[src/rtl/packet_pkg.sv]
// Shared widths, error bit indices and FSM state type for the packet framing checker.
// Imported by packet_be_decode and packet_frame_checker.
package packet_pkg;

    localparam int PACKET_WIDTH_BITS      = 64;
    localparam int BYTE_WIDTH_BITS        = 8;
    localparam int BYTE_ENABLE_WIDTH_BITS = PACKET_WIDTH_BITS / BYTE_WIDTH_BITS;
    localparam int BEAT_CNT_W             = $clog2(BYTE_ENABLE_WIDTH_BITS + 1);

    localparam int ERR_BAD_BE   = 0;
    localparam int ERR_OVERSIZE = 1;

    typedef logic [1:0] frame_err_t;

    typedef enum logic {
        IDLE   = 1'b0,
        IN_PKT = 1'b1
    } state_t;

endpackage

[src/rtl/packet_be_decode.sv]
// Combinational byte-enable decode: number of set enables and whether they
// form an MSB-aligned contiguous run (be=0 is not contiguous).
// Ports: be (in), count (out, popcount of be), contiguous (out).
module packet_be_decode
    import packet_pkg::*;
(
    input  logic [BYTE_ENABLE_WIDTH_BITS-1:0] be,
    output logic [BEAT_CNT_W-1:0]             count,
    output logic                              contiguous
);

    always_comb begin
        count = '0;
        for (int i = 0; i < BYTE_ENABLE_WIDTH_BITS; i++) begin
            count = count + BEAT_CNT_W'(be[i]);
        end
    end

    // Every set bit must have its upper neighbour set, so the only
    // 1->0 transition (scanning down from the MSB) sits at the top.
    localparam logic [BYTE_ENABLE_WIDTH_BITS-1:0] TOP =
        {1'b1, {(BYTE_ENABLE_WIDTH_BITS-1){1'b0}}};

    assign contiguous = ((be & ~(be >> 1)) == TOP);

endmodule

[config.mk]
export PLATFORM = sky130hd
export DESIGN_NAME = packet_be_decode
export DESIGN_NICKNAME = d
export VERILOG_FILES = /design/src/rtl/packet_pkg.sv /design/src/rtl/packet_be_decode.sv
export SDC_FILE = /design/constraint.sdc
export NUM_CORES = 1
export LEC_CHECK = 0
export ABC_AREA = 1
export CORE_AREA = 2 2 39 41
export DETAILED_ROUTE_END_ITERATION = 8
export DIE_AREA = 0 0 41 43
export PLACE_DENSITY = 0.54
export SLEW_MARGIN = 20
export SYNTH_ARGS = -nofsm -noshare
export SYNTH_HDL_FRONTEND = slang
export SYNTH_SLANG_ARGS = --single-unit
export TNS_END_PERCENT = 1
[constraint.sdc]
create_clock -name vclk -period 4.3
set_clock_uncertainty 0.15 [all_clocks]
set_input_delay 0.86 -clock vclk [all_inputs]
set_output_delay 0.86 -clock vclk [all_outputs]
set_load 0.01 [all_outputs]
## Word-level counts from Yosys, hierarchy flattened

Index checks and enable logic that the tools add are counted.

- Register bits: 0

- Add/subtract/negate cells: 7
- Equality and inequality tests: 1
- Bitwise gates (word level): 2

Operators by type and width:

| kind | count |
|---|---|
| $add 4x1->4 | 4 |
| $and 8x8->8 | 1 |
| $eq 8x8->1 const B | 1 |
| $not 7->8 | 1 |
| $add 3x1->4 | 1 |
| $add 2x1->3 | 1 |
| $add 1x1->2 | 1 |

## Longest topological paths before layout

Gate-level depths: netlist (run 1).

- Depth after elaboration: 7
- Gate-level depth with buffers: 9
- Depth with buffers taken out: 9

## Worst setup path after synthesis (run 1)

Ideal clock, no wire load.

- Kind: input -> output
- Start: in be[0]
- End: out count[2]
- Arrival time: 3.163 ns
- Required time: 3.290 ns
- Path slack: 0.127 ns
- Stages on the path: 9
- Path through: fa_1 -> inv_1 -> fa_1 -> fa_1 -> inv_1 -> ha_1 -> inv_1 -> fa_1 -> xnor2_1

- Cells in the longest elaborated chain, start to end: 7

Ends and longest elaborated chain:

| item | line | RTL |
|---|---|---|
| start, declared | packet_be_decode.sv:7 | `input logic [BYTE_ENABLE_WIDTH_BITS-1:0] be,` |
| $add 1x1->2 | packet_be_decode.sv:15 | `count = count + BEAT_CNT_W'(be[i]);` |
| $add 2x1->3 | packet_be_decode.sv:15 |  |
| $add 3x1->4 | packet_be_decode.sv:15 |  |
| $add 4x1->4 (4 in series) | packet_be_decode.sv:15 |  |
| end, declared | packet_be_decode.sv:8 | `output logic [BEAT_CNT_W-1:0] count,` |

Every way passes these cells.

## Worst setup path in the final report (run 1)

- Start: in be[3]
- End: out count[1]

- Cells in the longest elaborated chain, start to end: 5

Ends and longest elaborated chain:

| item | line |
|---|---|
| $add 3x1->4 | packet_be_decode.sv:15 |
| $add 4x1->4 (4 in series) | packet_be_decode.sv:15 |

Every way passes these cells.

==> metrics, run 1 <==
die width=41 um; number of sequential storage elements=0; fraction of layout cells with a size suffix above 1=35.8%; GRT Overall Usage=6.33%; fraction of power consumed by sequential logic=0%; transition at the pin with the smallest max-transition slack=229 ps; final hold slack=2230 ps; post-route ant nets=0; P_sw=0.0419 mW; cells after synthesis=33; Top-Level Pins=13; share of synthesized area occupied by flip-flops and latches=0%; violated checks=setup timing; critical path arrival=3350 ps; outcome=finished, violations left; count of hold buffers inserted by post-cts repair=0; Power Internal=0.0474 mW; Pre-antenna DRT Iters=2; highest attainable clock frequency=0.229 GHz; placer's final routability congestion estimate=0.718; Register Area=0 um^2; fin. max-slew vios=0; Switching Share=46.9%; final global-route overflow total=0; final WL=494 um; Synth cell types=9; RSZ-0062 raised after global routing=yes; first-pass GRT wire length=855 um; path class of the lowest-slack min-delay path=input port to output port; post-layout utilization of the core=30.7%; initial cell density of the core=16.8%; part of the cycle the worst path needs=101%; Net Count, Synth=48; total number of placement rows=14; P_leak=0.236 nW; area added between synthesis and finish=82.8%; initial antenna violation count=0; number of global-route vias before repair=225; DR vias/cell=3.55; Crit Path Class=input port to output port; placement-stage worst setup slack=-874 ps; mean area per synthesized cell=7.05 um^2; vias after detailed routing=245; largest driver fanout on the critical path=2; core area=1380 um^2; Die Area=1760 um^2; count of clock buffers in the final design=0; number of standard cells in the layout, taps in and fillers out=69; CP Launch Type=input port; average wire length per cell after detail routing=7.16 um; final worst-path setup slack=-60.7 ps; post-layout net count=70; worst supply voltage drop on vdd=0.0000857 V; number of hold violations in the final report=0; required time of the critical path=3290 ps; logic gate share of total power=100.0%; total inserted antenna cells=0; portion of total power attributed to the clock network=0%; count of synthesis-stage warnings from yosys=0; initial detailed-routing violation count=1; power per cell area=210 nW/um^2; final setup violation count=1; DIE HEIGHT=43 um; largest net degree at the start of global routing=4; crit end category=output port; shortest period the worst path allows=4360 ps; DRC violation count after routing=0; count of input and output buffers=13; tightest slew margin relative to the limit=84.7%; Placed Cells incl. Taps=68; MaxCap Viol Count=0; Post-Synthesis Cell Area=233 um^2; HPWL reported at the end of detailed placement=441 um
## area by class of cell
cell class	instances	area, um^2
Multi-Input combinational cell	20	199
Fill cell	153	958
Tap cell	16	20.0
Timing Repair Buffer	20	158
Inverter	13	48.8
## metal layers
metal  GRT usage [%]  share of wire (%)  vias to the layer above
met5               0                  0                        -
met4               0                  0                        0
met3               0                6.7                        0
met2            10.0                 53                        5
met1            10.0                 40                      107
li1                -                  -                      133
## worst paths after layout
path	slack [ps]	from	cells past startpoint	end
max	-60	be[3]	11	count[1]
min	2230	be[3]	5	count[2]
## kinds of logic (layout without fill, tap and decap cells)
logic type	Yosys count	after routing	synth area share [%]
xor gates and xnor gates	1	1	3.76
AOI/OAI and AO/OA	2	2	7.53
adders and majority gates	7	7	50.5
and+or+nand+nor	10	10	17.2
buffers and inverters	13	33	21.0
## critical path, stage by stage
cell	delay, ps
buf_6	100
fa_1	530
inv_1	50
fa_1	490
fa_1	420
inv_2	80
ha_4	130
inv_2	30
fa_2	500
inv_1	30
buf_2	130
## placed cells by master, fill, tap and decap left out, drive strengths merged
cell type and instances:
inv 13, buf 12, nand2 7, clkdlybuf4s50 6, fa 4, ha 3
nand3 2, xnor2 1, a21oi 1, o21ai 1, nor2 1, dlygate4sd2 1
clkbuf 1
## through the flow
step | setup TNS (ps) | cell area (um^2) | total power, mW
floorplan | 0 | 233 | 0.0451
global placement | -2640 | 428 | 0.0959
detailed placement | -2620 | 428 | 0.0963
CTS | -306 | 413 | 0.0861
global route | -257 | 425 | 0.103
finish | -60.7 | 425 | 0.0893
## timing repair
item | CTS | global route
pin swaps | 4 | 3
resized for setup | 27 | 3
endpoints found under the setup margin | 4 | 3
setup buffers | 0 | 1
## cell usage after synthesis, drive strengths merged
| library cell | n | area [um^2] |
|---|---|---|
| inv | 13 | 48.8 |
| nand2 | 7 | 26.3 |
| fa | 4 | 80.1 |
| ha | 3 | 37.5 |
| nand3 | 2 | 10.0 |
| a21oi | 1 | 8.76 |
| nor2 | 1 | 3.75 |
| o21ai | 1 | 8.76 |
| xnor2 | 1 | 8.76 |
## power groups by stage
stage	clock network [mW]	logic, mW	registers (mW)
after floorplan	0	0.0451	0
after global placement	0	0.0959	0
after detailed placement	0	0.0963	0
after CTS	0	0.0861	0
after global routing	0	0.103	0
final	0	0.0893	0
Note: power is estimated with default switching activity, not from simulation.
==> run 2: changes to the inputs <==
- GPL_TIMING_DRIVEN: not set -> 0
==> run 2 against run 1 <==
The run still ends with setup timing left. Non-clock buffer count decreased by 4. First-iteration DRC count unchanged. Global-route usage decreased by 0.094 points. Worst hold slack improved by 22 ps. Core utilization decreased by 0.90 points. Largest power group unchanged. Wire length increased by 0.40%. Final area decreased by 2.9%. Die area unchanged. Largest cell class unchanged. Critical path type unchanged. Final cell count decreased by 5.8%.
==> metrics, run 2 (same netlist as run 1, synthesis figures left out) <==
RSZ-0062 raised after global routing=yes; fraction of layout cells with a size suffix above 1=32.7% (-3.2 points); crit end category=output port; critical path arrival=3350 ps (about the same); fin. max-slew vios=0 (unchanged); number of sequential storage elements=0 (unchanged); final design area excluding fillers=413 um^2 (-2.9%); post-layout total power=0.0910 mW (+1.9%); most numerous cell on the critical path=fa_1; Sum Neg Setup Slack=-73.7 ps (-13.1 ps); path class of the lowest-slack min-delay path=input port to output port; commonest cells after routing, fill and taps aside=inv_1, nand2_1, clkdlybuf4s50_1; largest net degree at the start of global routing=4 (unchanged); largest driver fanout on the critical path=2 (unchanged); Critical Path Source=be[3]; Top-Level Pins=13 (unchanged); part of the cycle the worst path needs=101% (about the same); initial detailed-routing violation count=1 (unchanged); Register Area=0 um^2 (unchanged); number of hold violations in the final report=0 (unchanged); highest attainable clock frequency=0.229 GHz (about the same); Slowest-stage cell, CP=fa_1; number of standard cells in the layout, taps in and fillers out=65 (-5.8%); placement-stage worst setup slack=-916 ps (-41.9 ps); tightest slew margin relative to the limit=85.3% (+0.60 points); Area after DPL=383 um^2 (-11%); critical path endpoint=count[1]; violated checks=setup timing; count of hold buffers inserted by post-cts repair=0 (unchanged); required time of the critical path=3290 ps (about the same); core area=1380 um^2 (unchanged); total inserted antenna cells=0 (unchanged); HPWL reported at the end of detailed placement=429 um (-2.7%); leading cell type in the layout, fill and taps excluded=inv_1; power per cell area=220 nW/um^2 (+5.0%); initial antenna violation count=0 (unchanged); die width=41 um (unchanged); vias after detailed routing=232 (-5.3%); average wire length per cell after detail routing=7.63 um (+6.6%); post-layout net count=66 (-5.7%); DRC violation count after routing=0 (unchanged); MaxCap Viol Count=0 (unchanged); transition at the pin with the smallest max-transition slack=220 ps (-9.03 ps); final worst-path setup slack=-63.9 ps (-3.21 ps); final global-route overflow total=0 (unchanged); GRT Overall Usage=6.24% (-0.094 points); first-pass GRT wire length=814 um (-4.8%); DIE HEIGHT=43 um (unchanged); number of global-route vias before repair=209 (-7.1%); final hold slack=2250 ps (+22.4 ps); Pre-antenna DRT Iters=2 (unchanged); post-layout utilization of the core=29.8% (-0.90 points); count of clock buffers in the final design=0 (unchanged); initial cell density of the core=16.8% (unchanged); Crit Path Class=input port to output port; shortest period the worst path allows=4360 ps (+3.20 ps); P_leak=0.226 nW (-4.1%); Placed Cells incl. Taps=62 (-8.8%); worst supply voltage drop on vdd=0.0000724 V (-16%); delay of the slowest cell on the worst path=520 ps (about the same); placer's final routability congestion estimate=0.695 (-3.1%); count of input and output buffers=13 (unchanged); crit path cell chain=buf_8 > fa_1 > inv_1 > fa_1 > fa_1 > inv_2 > ha_4 > inv_2 > fa_2 > inv_1 > buf_2; outcome=finished, violations left; Die Area=1760 um^2 (unchanged); post-route ant nets=0 (unchanged); final setup violation count=2 (+1); CP Launch Type=input port; total number of placement rows=14 (unchanged); final WL=496 um (+0.40%); area added between synthesis and finish=77.4%; DR vias/cell=3.57 (+0.52%)
## run 2: critical path: cells and delay by family
family / cells / cell delay, ps
buf+inv: 6 / 440
fa+ha+maj: 5 / 2070
## run 2: final cells by class
| type | count | area (um^2) |
|---|---|---|
| repair buffers | 16 | 138 |
| fillers | 169 | 971 |
| multi-input cells | 20 | 206 |
| well taps | 16 | 20.0 |
| inverters | 13 | 48.8 |
## run 2: per-layer routing
| metal | vias up | GRT usage [%] | wire [um] |
|---|---|---|---|
| li1 | 125 | - | - |
| met5 | - | 0 | 0 |
| met2 | 5 | 10.9 | 277 |
| met3 | 0 | 0 | 22 |
| met1 | 102 | 8.74 | 196 |
| met4 | 0 | 0 | 0 |
## run 2: repair_timing
item / CTS / global route
endpoints found under the setup margin: 4 / 3
pin swaps: 4 / 3
setup buffers: 2 / 1
resized for setup: 31 / 4
## run 2: how the worst min path moves through the flow
stage	startpoint	to	slack [ps]	cells past startpoint
global placement	be[7]	contiguous	2680	6
finish	be[3]	count[2]	2250	5
CTS	be[3]	count[2]	2230	5
detailed placement	be[7]	contiguous	2670	6
global route	be[1]	contiguous	2300	5
floorplan	be[0]	contiguous	1700	3
## run 2: where the power goes
part           internal, mW  switching [mW]  total [mW]
logic                0.0479          0.0430      0.0910
clock network             0               0           0
registers                 0               0           0
total                0.0479          0.0430      0.0910
==> run 3: changes to the inputs <==
- CAP_MARGIN: not set -> 25
- SLEW_MARGIN: 20 -> not set
==> results of run 3 <==
No change in the layout: final DEF, timing and power equal those of run 2.
